`src/rtl/vx_dcache_arb_pkg.sv`:
```
// Shared types and sizing helpers for the lane-aware D$ port arbiter.
package vx_dcache_arb_pkg;

  typedef enum logic [1:0] {
    ARB_HOLD    = 2'd0,
    ARB_LOCK    = 2'd1,
    ARB_RELEASE = 2'd2,
    ARB_ABORT   = 2'd3
  } arb_upd_e;

  function automatic int log2up(input int n);
    return (n > 32'sd1) ? $clog2(n) : 32'sd1;
  endfunction

  // Tag width seen by the cache once the requester index is appended.
  function automatic int tag_out_width(input int tag_in_width, input int num_reqs);
    return tag_in_width + ((num_reqs > 32'sd1) ? log2up(num_reqs) : 32'sd0);
  endfunction

endpackage

```
`src/rtl/vx_dcache_arb_chk.sv`:
```
// Protocol checks for the D$ arbiter: a lock holder must keep lanes valid and
// every response must carry an in-range requester index.
module vx_dcache_arb_chk #(
  parameter int NUM_REQS = 2,
  parameter int SELW     = 1
) (
  input logic                clk,
  input logic                reset,
  input logic                locked,
  input logic [SELW-1:0]     lock_idx,
  input logic [NUM_REQS-1:0] pending,
  input logic                rsp_valid,
  input logic [SELW-1:0]     rsp_idx
);

  localparam int            CW    = SELW + 1;
  localparam logic [SELW:0] NUM_W = CW'(NUM_REQS);

  a_lock_drop: assert property (@(posedge clk) disable iff (reset) locked |-> pending[lock_idx])
    else $warning("vx_dcache_arb: locked requester %0d dropped all lanes", lock_idx);

  a_rsp_idx: assert property (@(posedge clk) disable iff (reset) rsp_valid |-> ({1'b0, rsp_idx} < NUM_W))
    else $error("vx_dcache_arb: response index %0d out of range", rsp_idx);

endmodule

```
`src/rtl/vx_dcache_arb_rr.sv`:
```
// Round-robin requester arbiter whose grant stays pinned to one requester
// until that requester's multi-lane request has fully drained.
module vx_dcache_arb_rr
  import vx_dcache_arb_pkg::*;
#(
  parameter int NUM_REQS = 2,
  parameter int SELW     = log2up(NUM_REQS)
) (
  input  logic                clk,
  input  logic                reset,
  input  logic [NUM_REQS-1:0] pending,
  input  logic                done,
  output logic                grant_valid,
  output logic [SELW-1:0]     grant_idx,
  output logic [NUM_REQS-1:0] grant_onehot,
  output logic                locked,
  output logic [SELW-1:0]     lock_idx
);

  localparam int              CW    = SELW + 1;
  localparam logic [SELW:0]   NUM_W = CW'(NUM_REQS);
  localparam logic [SELW-1:0] LAST  = SELW'(NUM_REQS - 1);

  logic            locked_r;
  logic [SELW-1:0] lock_idx_r;
  logic [SELW-1:0] rr_ptr_r;
  logic            grant_valid_s;
  logic [SELW-1:0] grant_idx_s;
  arb_upd_e        upd_s;

  // Grant search: an active lock wins, otherwise first pending from rr_ptr with wrap.
  always_comb begin
    logic [SELW:0]   cand_v;
    logic [SELW-1:0] sel_v;
    logic            hit_v;
    grant_valid_s = 1'b0;
    grant_idx_s   = '0;
    cand_v        = '0;
    sel_v         = '0;
    hit_v         = 1'b0;
    if (locked_r) begin
      grant_valid_s = 1'b1;
      grant_idx_s   = lock_idx_r;
    end else begin
      for (int k = 0; k < NUM_REQS; k++) begin
        cand_v        = {1'b0, rr_ptr_r} + CW'(k);
        sel_v         = (cand_v >= NUM_W) ? SELW'(cand_v - NUM_W) : cand_v[SELW-1:0];
        hit_v         = !grant_valid_s && pending[sel_v];
        grant_idx_s   = hit_v ? sel_v : grant_idx_s;
        grant_valid_s = grant_valid_s | hit_v;
      end
    end
  end

  // Decide how this cycle moves the lock and the round-robin pointer.
  always_comb begin
    upd_s = ARB_HOLD;
    if (locked_r && !pending[lock_idx_r]) begin
      upd_s = ARB_ABORT;
    end else if (grant_valid_s && !done) begin
      upd_s = ARB_LOCK;
    end else if (grant_valid_s) begin
      upd_s = ARB_RELEASE;
    end else begin
      upd_s = ARB_HOLD;
    end
  end

  // Lock, lock owner and round-robin pointer state.
  always_ff @(posedge clk or posedge reset) begin
    if (reset) begin
      locked_r   <= 1'b0;
      lock_idx_r <= '0;
      rr_ptr_r   <= '0;
    end else begin
      case (upd_s)
        ARB_LOCK: begin
          locked_r   <= 1'b1;
          lock_idx_r <= grant_idx_s;
        end
        ARB_RELEASE: begin
          locked_r <= 1'b0;
          rr_ptr_r <= (grant_idx_s == LAST) ? '0 : grant_idx_s + 1'b1;
        end
        ARB_ABORT: locked_r <= 1'b0;
        default:   locked_r <= locked_r;
      endcase
    end
  end

  for (genvar r = 0; r < NUM_REQS; r++) begin : g_onehot
    assign grant_onehot[r] = grant_valid_s && (grant_idx_s == SELW'(r));
  end

  assign grant_valid = grant_valid_s;
  assign grant_idx   = grant_idx_s;
  assign locked      = locked_r;
  assign lock_idx    = lock_idx_r;

endmodule

```
`src/rtl/vx_dcache_arb.sv`:
```
// Shares one per-thread D$ port between NUM_REQS requesters; requester index
// rides in the tag LSBs so responses can be steered back.
module vx_dcache_arb
  import vx_dcache_arb_pkg::*;
#(
  parameter int NUM_REQS      = 2,
  parameter int LANES         = 4,
  parameter int ADDRW         = 30,
  parameter int DATAW         = 32,
  parameter int TAG_IN_WIDTH  = 8,
  parameter int REQ_SELW      = log2up(NUM_REQS),
  parameter int TAG_OUT_WIDTH = tag_out_width(TAG_IN_WIDTH, NUM_REQS)
) (
  input  logic                                            clk,
  input  logic                                            reset,
  input  logic [NUM_REQS-1:0][LANES-1:0]                  in_req_valid,
  input  logic [NUM_REQS-1:0][LANES-1:0]                  in_req_rw,
  input  logic [NUM_REQS-1:0][LANES-1:0][ADDRW-1:0]       in_req_addr,
  input  logic [NUM_REQS-1:0][LANES-1:0][DATAW/8-1:0]     in_req_byteen,
  input  logic [NUM_REQS-1:0][LANES-1:0][DATAW-1:0]       in_req_data,
  input  logic [NUM_REQS-1:0][LANES-1:0][TAG_IN_WIDTH-1:0] in_req_tag,
  output logic [NUM_REQS-1:0][LANES-1:0]                  in_req_ready,
  output logic [LANES-1:0]                                out_req_valid,
  output logic [LANES-1:0]                                out_req_rw,
  output logic [LANES-1:0][ADDRW-1:0]                     out_req_addr,
  output logic [LANES-1:0][DATAW/8-1:0]                   out_req_byteen,
  output logic [LANES-1:0][DATAW-1:0]                     out_req_data,
  output logic [LANES-1:0][TAG_OUT_WIDTH-1:0]             out_req_tag,
  input  logic [LANES-1:0]                                out_req_ready,
  input  logic                                            out_rsp_valid,
  input  logic [LANES-1:0]                                out_rsp_tmask,
  input  logic [LANES-1:0][DATAW-1:0]                     out_rsp_data,
  input  logic [TAG_OUT_WIDTH-1:0]                        out_rsp_tag,
  output logic                                            out_rsp_ready,
  output logic [NUM_REQS-1:0]                             in_rsp_valid,
  output logic [NUM_REQS-1:0][LANES-1:0]                  in_rsp_tmask,
  output logic [NUM_REQS-1:0][LANES-1:0][DATAW-1:0]       in_rsp_data,
  output logic [NUM_REQS-1:0][TAG_IN_WIDTH-1:0]           in_rsp_tag,
  input  logic [NUM_REQS-1:0]                             in_rsp_ready
);

  localparam int                CW      = REQ_SELW + 1;
  localparam int                RSP_PAD = 1 << REQ_SELW;
  localparam logic [REQ_SELW:0] NUM_W   = CW'(NUM_REQS);

  logic [NUM_REQS-1:0]                    pending_s;
  logic                                   grant_valid_s;
  logic [REQ_SELW-1:0]                    grant_idx_s;
  logic [NUM_REQS-1:0]                    grant_onehot_s;
  logic                                   done_s;
  logic [LANES-1:0][TAG_OUT_WIDTH-1:0]    req_tag_s;
  logic [REQ_SELW-1:0]                    rsp_idx_s;
  logic [TAG_IN_WIDTH-1:0]                rsp_tag_s;
  logic                                   rsp_ok_s;
  logic [RSP_PAD-1:0]                     rsp_ready_pad_s;

  for (genvar r = 0; r < NUM_REQS; r++) begin : g_pending
    assign pending_s[r] = |in_req_valid[r];
  end

  // Complete once every lane the granted requester still shows fires this cycle.
  assign done_s          = ~|(in_req_valid[grant_idx_s] & ~out_req_ready);
  assign rsp_ok_s        = ({1'b0, rsp_idx_s} < NUM_W);
  assign rsp_ready_pad_s = RSP_PAD'(in_rsp_ready);

  if (NUM_REQS > 1) begin : g_arb
    logic                locked_s;
    logic [REQ_SELW-1:0] lock_idx_s;

    vx_dcache_arb_rr #(
      .NUM_REQS (NUM_REQS),
      .SELW     (REQ_SELW)
    ) u_rr (
      .clk          (clk),
      .reset        (reset),
      .pending      (pending_s),
      .done         (done_s),
      .grant_valid  (grant_valid_s),
      .grant_idx    (grant_idx_s),
      .grant_onehot (grant_onehot_s),
      .locked       (locked_s),
      .lock_idx     (lock_idx_s)
    );

    vx_dcache_arb_chk #(
      .NUM_REQS (NUM_REQS),
      .SELW     (REQ_SELW)
    ) u_chk (
      .clk       (clk),
      .reset     (reset),
      .locked    (locked_s),
      .lock_idx  (lock_idx_s),
      .pending   (pending_s),
      .rsp_valid (out_rsp_valid),
      .rsp_idx   (rsp_idx_s)
    );

    for (genvar i = 0; i < LANES; i++) begin : g_tag
      assign req_tag_s[i] = {in_req_tag[grant_idx_s][i], grant_idx_s};
    end
    assign rsp_idx_s = out_rsp_tag[REQ_SELW-1:0];
    assign rsp_tag_s = out_rsp_tag[TAG_OUT_WIDTH-1:REQ_SELW];
  end else begin : g_pass
    assign grant_valid_s  = pending_s[0];
    assign grant_idx_s    = '0;
    assign grant_onehot_s = pending_s;
    for (genvar i = 0; i < LANES; i++) begin : g_tag
      assign req_tag_s[i] = in_req_tag[0][i];
    end
    assign rsp_idx_s = '0;
    assign rsp_tag_s = out_rsp_tag;
  end

  // Steer the granted requester onto the D$ port and responses back by index.
  always_comb begin
    out_req_valid  = '0;
    out_req_rw     = '0;
    out_req_addr   = '0;
    out_req_byteen = '0;
    out_req_data   = '0;
    out_req_tag    = '0;
    in_req_ready   = '0;
    out_rsp_ready  = 1'b0;
    in_rsp_valid   = '0;
    in_rsp_tmask   = '0;
    in_rsp_data    = '0;
    in_rsp_tag     = '0;
    if (reset) begin
      out_rsp_ready = 1'b0;
    end else begin
      out_req_valid  = grant_valid_s ? in_req_valid[grant_idx_s] : '0;
      out_req_rw     = in_req_rw[grant_idx_s];
      out_req_addr   = in_req_addr[grant_idx_s];
      out_req_byteen = in_req_byteen[grant_idx_s];
      out_req_data   = in_req_data[grant_idx_s];
      out_req_tag    = req_tag_s;
      for (int r = 0; r < NUM_REQS; r++) begin
        in_req_ready[r] = grant_onehot_s[r] ? out_req_ready : '0;
        in_rsp_valid[r] = out_rsp_valid && rsp_ok_s && (rsp_idx_s == REQ_SELW'(r));
        in_rsp_tmask[r] = out_rsp_tmask;
        in_rsp_data[r]  = out_rsp_data;
        in_rsp_tag[r]   = rsp_tag_s;
      end
      // Out-of-range index: swallow the response rather than stall the cache.
      out_rsp_ready = rsp_ok_s ? rsp_ready_pad_s[rsp_idx_s] : 1'b1;
    end
  end

endmodule

```
`config.mk`:
```
export PLATFORM = sky130hd
export DESIGN_NAME = vx_dcache_arb
export DESIGN_NICKNAME = d
export VERILOG_FILES = /design/src/rtl/vx_dcache_arb_pkg.sv /design/src/rtl/vx_dcache_arb_chk.sv /design/src/rtl/vx_dcache_arb_rr.sv /design/src/rtl/vx_dcache_arb.sv
export SDC_FILE = /design/constraint.sdc
export NUM_CORES = 1
export LEC_CHECK = 0
export CORE_AREA = 3 3 526 528
export CTS_CLUSTER_SIZE = 25
export DETAILED_ROUTE_END_ITERATION = 8
export DIE_AREA = 0 0 529 531
export SYNTH_ARGS = -nofsm -noshare
export SYNTH_HDL_FRONTEND = slang
export SYNTH_SLANG_ARGS = --single-unit
```
`constraint.sdc`:
```
create_clock -name clk -period 3.7 [get_ports clk]
set_clock_uncertainty 0.1 [all_clocks]
set_input_delay 0.37 -clock clk [delete_from_list [all_inputs] [get_ports clk]]
set_output_delay 0.37 -clock clk [all_outputs]
set_load 0.05 [all_outputs]
```
==> summary.txt, run 1 <==
Status
  • Status: finished, final reports clean

Global route
  • First-pass GRT wire length: 291000 um
  • Grt peak-use layer: met2
  • Vias in the first global route: 16900
  • Grt ovf: 0
  • Largest net degree at the start of global routing: 84
  • Met1 usage: 21.0%
  • Met2 usage: 25.0%
  • Initial antenna violation count: 279
  • Met3 GRT Util: 11.3%
  • Total Routing Usage GR: 17.3%

Setup path
  • CP cell instances: clkdlybuf4s50_1 > nor4_2 > a211o_4 > buf_12 > buf_4 > buf_12 > nand3_1 > buf_4 > a21oi_2 > buf_12
  • Most frequent CP cell: buf_12
  • CP top delay family: buffers and inverters
  • Buf+Inv Stages, Crit Path: 6
  • Worst endpoint required time: 3230 ps
  • Worst setup EP type: output pin
  • Maximum fanout along the worst path: 50
  • Worst Path Arrival: 3160 ps
  • Crit path largest cell delay: 520 ps
  • Crit path launch type: input pin
  • Worst setup path class: input pin to output pin
  • CP max-delay cell: clkdlybuf4s50_1

Routing
  • First DRT Iteration DRCs: 1211
  • Wire length per cell: 40.2 um
  • First drt pass iteration count: 5
  • Post-route ant nets: 0
  • Drt via density: 2.84
  • Drt total wl: 254000 um
  • Via count: 17900
  • DRC: 0

Cells and area
  • Area Growth Syn to Fin: 230%
  • Nets@finish: 3401
  • Fill count: 31500
  • Layout cells sized above 1: 22.8%
  • Post-route cell area: 30600 um2

Clock network
  • Root Buffer: clkbuf_16
  • Total CTS buffers: 3
  • CTS Sinks: 3
  • H-tree depth: 1
  • Hold-fix buffers, CTS: 0
  • CTS tree: done
  • Worst-path clk slew: 30 ps
  • CTS Buffer Depth: 2
  • Insertion delay to the later sink of the worst-skew pair: 240 ps

Place
  • Dpl cell area: 30100 um2
  • GP Congestion: 0.907
  • Worst slack, placed: -674 ps
  • Dpl hpwl: 239000 um
  • I/O Buffers: 1356

Yosys
  • Synth Area in XOR/XNOR: 0%
  • Post-synthesis mux area share: 0.229%
  • Area contributors post-synth: a21bo_1 28%, a21oi_1 17%, nand3_1 16%, buf_4 12%, nor2b_1 9.7%
  • Largest family of logic cells by synthesized area: compound AO/OA/AOI/OAI gates
  • Synthesized area: 9280 um2
  • Count leader, synth: a21oi_1
  • Seq/Total Area, Yosys: 0.809%
  • Synth Warn #: 0
  • Mean Syn Cell Area: 6.52 um2
  • Number of enable flip-flop cells after synthesis: 0
  • Post-synthesis cell type count: 32
  • Cells after Synth: 1425
  • Top cell type's share of synthesized area: 27.6%
  • Syn Nets: 2183
  • Synth Flop Type: dfrtp_1
  • Async set-reset flop share out of synthesis: 100%
  • Yosys reg bits: 3
  • Most frequent cells after synthesis: 307 x a21oi_1, 304 x nand3_1, 256 x a21bo_1
  • Post-Synth Adder-Cell Area: 0%
  • Area leader, netlist: a21bo_1
  • Post-synthesis simple-gate area fraction: 27.3%
  • Complex-gate fraction of the synthesized area: 50.0%

STA
  • PnR worst setup slack: 74.3 ps
  • Max Slew Vio Count: 0
  • Setup Total Neg Slack: 0 ps
  • Crit share post-route: 98.0%
  • Relative slew slack: 33.8%
  • Final hold violation count: 0
  • Tmin final: 3630 ps
  • Slew @ Worst Pin: 990 ps
  • Final setup vio count: 0
  • Max Clock Freq: 0.276 GHz

Power and ir drop
  • Sw Ratio: 60.5%
  • Gate power share: 98.4%
  • P_int: 0.00580 W
  • Leakage power: 11.0 nW
  • Sw Pwr: 0.00886 W
  • PwrDens: 479 nW/um2
  • Sequential share of power: 0.4%
  • Clk network pwr share: 1.2%
  • Maximum vdd drop: 0.251 mV

Floorplan
  • # rows: 192
  • Core area: 273000 um2
  • Die height: 531 um
  • DIE AREA: 281000 um2
  • Die X: 529 um
  • Top Ports: 1357
  • Starting Density: 3.40%

Run
  • Max_cap viols: 0

Min path
  • Min-delay worst type: flip-flop to flip-flop
==> power by group through the flow <==
stage	combinational, W	clock (W)	sequential, W
floorplan	0.00626	0	0.0000522
global placement	0.0147	0	0.0000628
detailed placement	0.0145	0	0.0000636
CTS	0.0147	0.000179	0.0000643
global route	0.0152	0.000181	0.0000661
finish	0.0144	0.000175	0.0000647
==> metal layers <==
layer	wire (um)	share of wire [%]
met1	103000	40
met2	103000	41
met3	40400	16
met4	7210	2.8
met5	511	0.20
==> registers in the layout, summed over array words and instances (netlist names) <==
| name | cells |
|---|---|
| g_arb.u_rr.rr_ptr_r | 1 |
| g_arb.u_rr.lock_idx | 1 |
| g_arb.u_rr.locked | 1 |
==> metrics by stage <==
stage	hold WS, ps	util, %	total power (W)	instances
floorplan	382	-	0.00631	1425
global placement	416	11.0	0.0147	6225
detailed placement	442	11.0	0.0146	6225
CTS	456	11.1	0.0150	6231
global route	474	11.2	0.0154	6258
finish	462	11.2	0.0147	6316
==> worst register-to-register path: cells and delay by family, from the launching register on <==
kind,cells,cell delay (ps)
flip-flops,1,460
AO/OA/AOI/OAI,1,590
AND/OR/NAND/NOR,1,240
multiplexers,1,410
==> layout by cell type (no fill, tap or decap), drive strengths merged <==
cell,instances
o31ai,2
a2111o,1
nor3,2
a31oi,1
and2,5
dfrtp,3
o21ai,4
clkdlybuf4s50,1025
a211o,1
a21oi,307
clkbuf,4
mux2,1
nor4,2
o21a,1
nor2b,144
o221ai,1
nand2,1
nor3b,3
and3,1
mux2i,1
a22oi,1
inv,6
o41ai,1
a211oi,1
or4,2
nand3,304
dlygate4sd2,4
buf,511
a21bo,300
nor2,2
diode,85
==> path summary, 6_finish.rpt <==
| kind | slack, ps | cells past startpoint | startpoint | to |
|---|---|---|---|---|
| max reg2reg | 1780 | 3 | g_arb.u_rr.locked | g_arb.u_rr.locked |
| min reg2reg | 460 | 1 | g_arb.u_rr.rr_ptr_r | g_arb.u_rr.rr_ptr_r |
| max | 70 | 10 | in_req_valid[4] | out_req_addr[12] |
| max in group asynchronous | 2610 | 3 | reset | g_arb.u_rr.locked |
| min in group asynchronous | 650 | 3 | reset | g_arb.u_rr.lock_idx |
| min | 460 | 1 | g_arb.u_rr.rr_ptr_r | g_arb.u_rr.rr_ptr_r |
==> kinds of logic after synthesis <==
logic type,Yosys count
AO/OA/AOI/OAI,621
multiplexers,2
flip-flops,3
buffers and inverters,333
AND/OR/NAND/NOR,466
==> timing repair <==
action | in CTS | in global routing
pin swaps | 4 | 0
buffers inserted | 2 | 0
setup endpoints to repair | 45 | 7
gates resized for setup | 49 | 7
==> final cells by class <==
cell class | instances | area [um2] | area share [%]
tap | 3589 | 4490 | 14.7
multi-input combinational | 1089 | 7440 | 24.3
inverter | 6 | 22.5 | 0.0736
antenna | 85 | 213 | 0.695
clock buffer | 4 | 78.8 | 0.258
timing repair buffer | 1540 | 18300 | 59.7
sequential | 3 | 75.1 | 0.245
Note: power is estimated with default switching activity, not from simulation.
==> run 2: changes to the inputs <==
--- a/config.mk
+++ b/config.mk
@@ -5,6 +5,7 @@
 export SDC_FILE = /design/constraint.sdc
 export NUM_CORES = 1
 export LEC_CHECK = 0
+export CAP_MARGIN = 15
 export CORE_AREA = 3 3 526 528
 export CTS_CLUSTER_SIZE = 25
 export DETAILED_ROUTE_END_ITERATION = 8
==> results of run 2 <==
No change in the layout: final DEF, timing and power equal those of run 1.
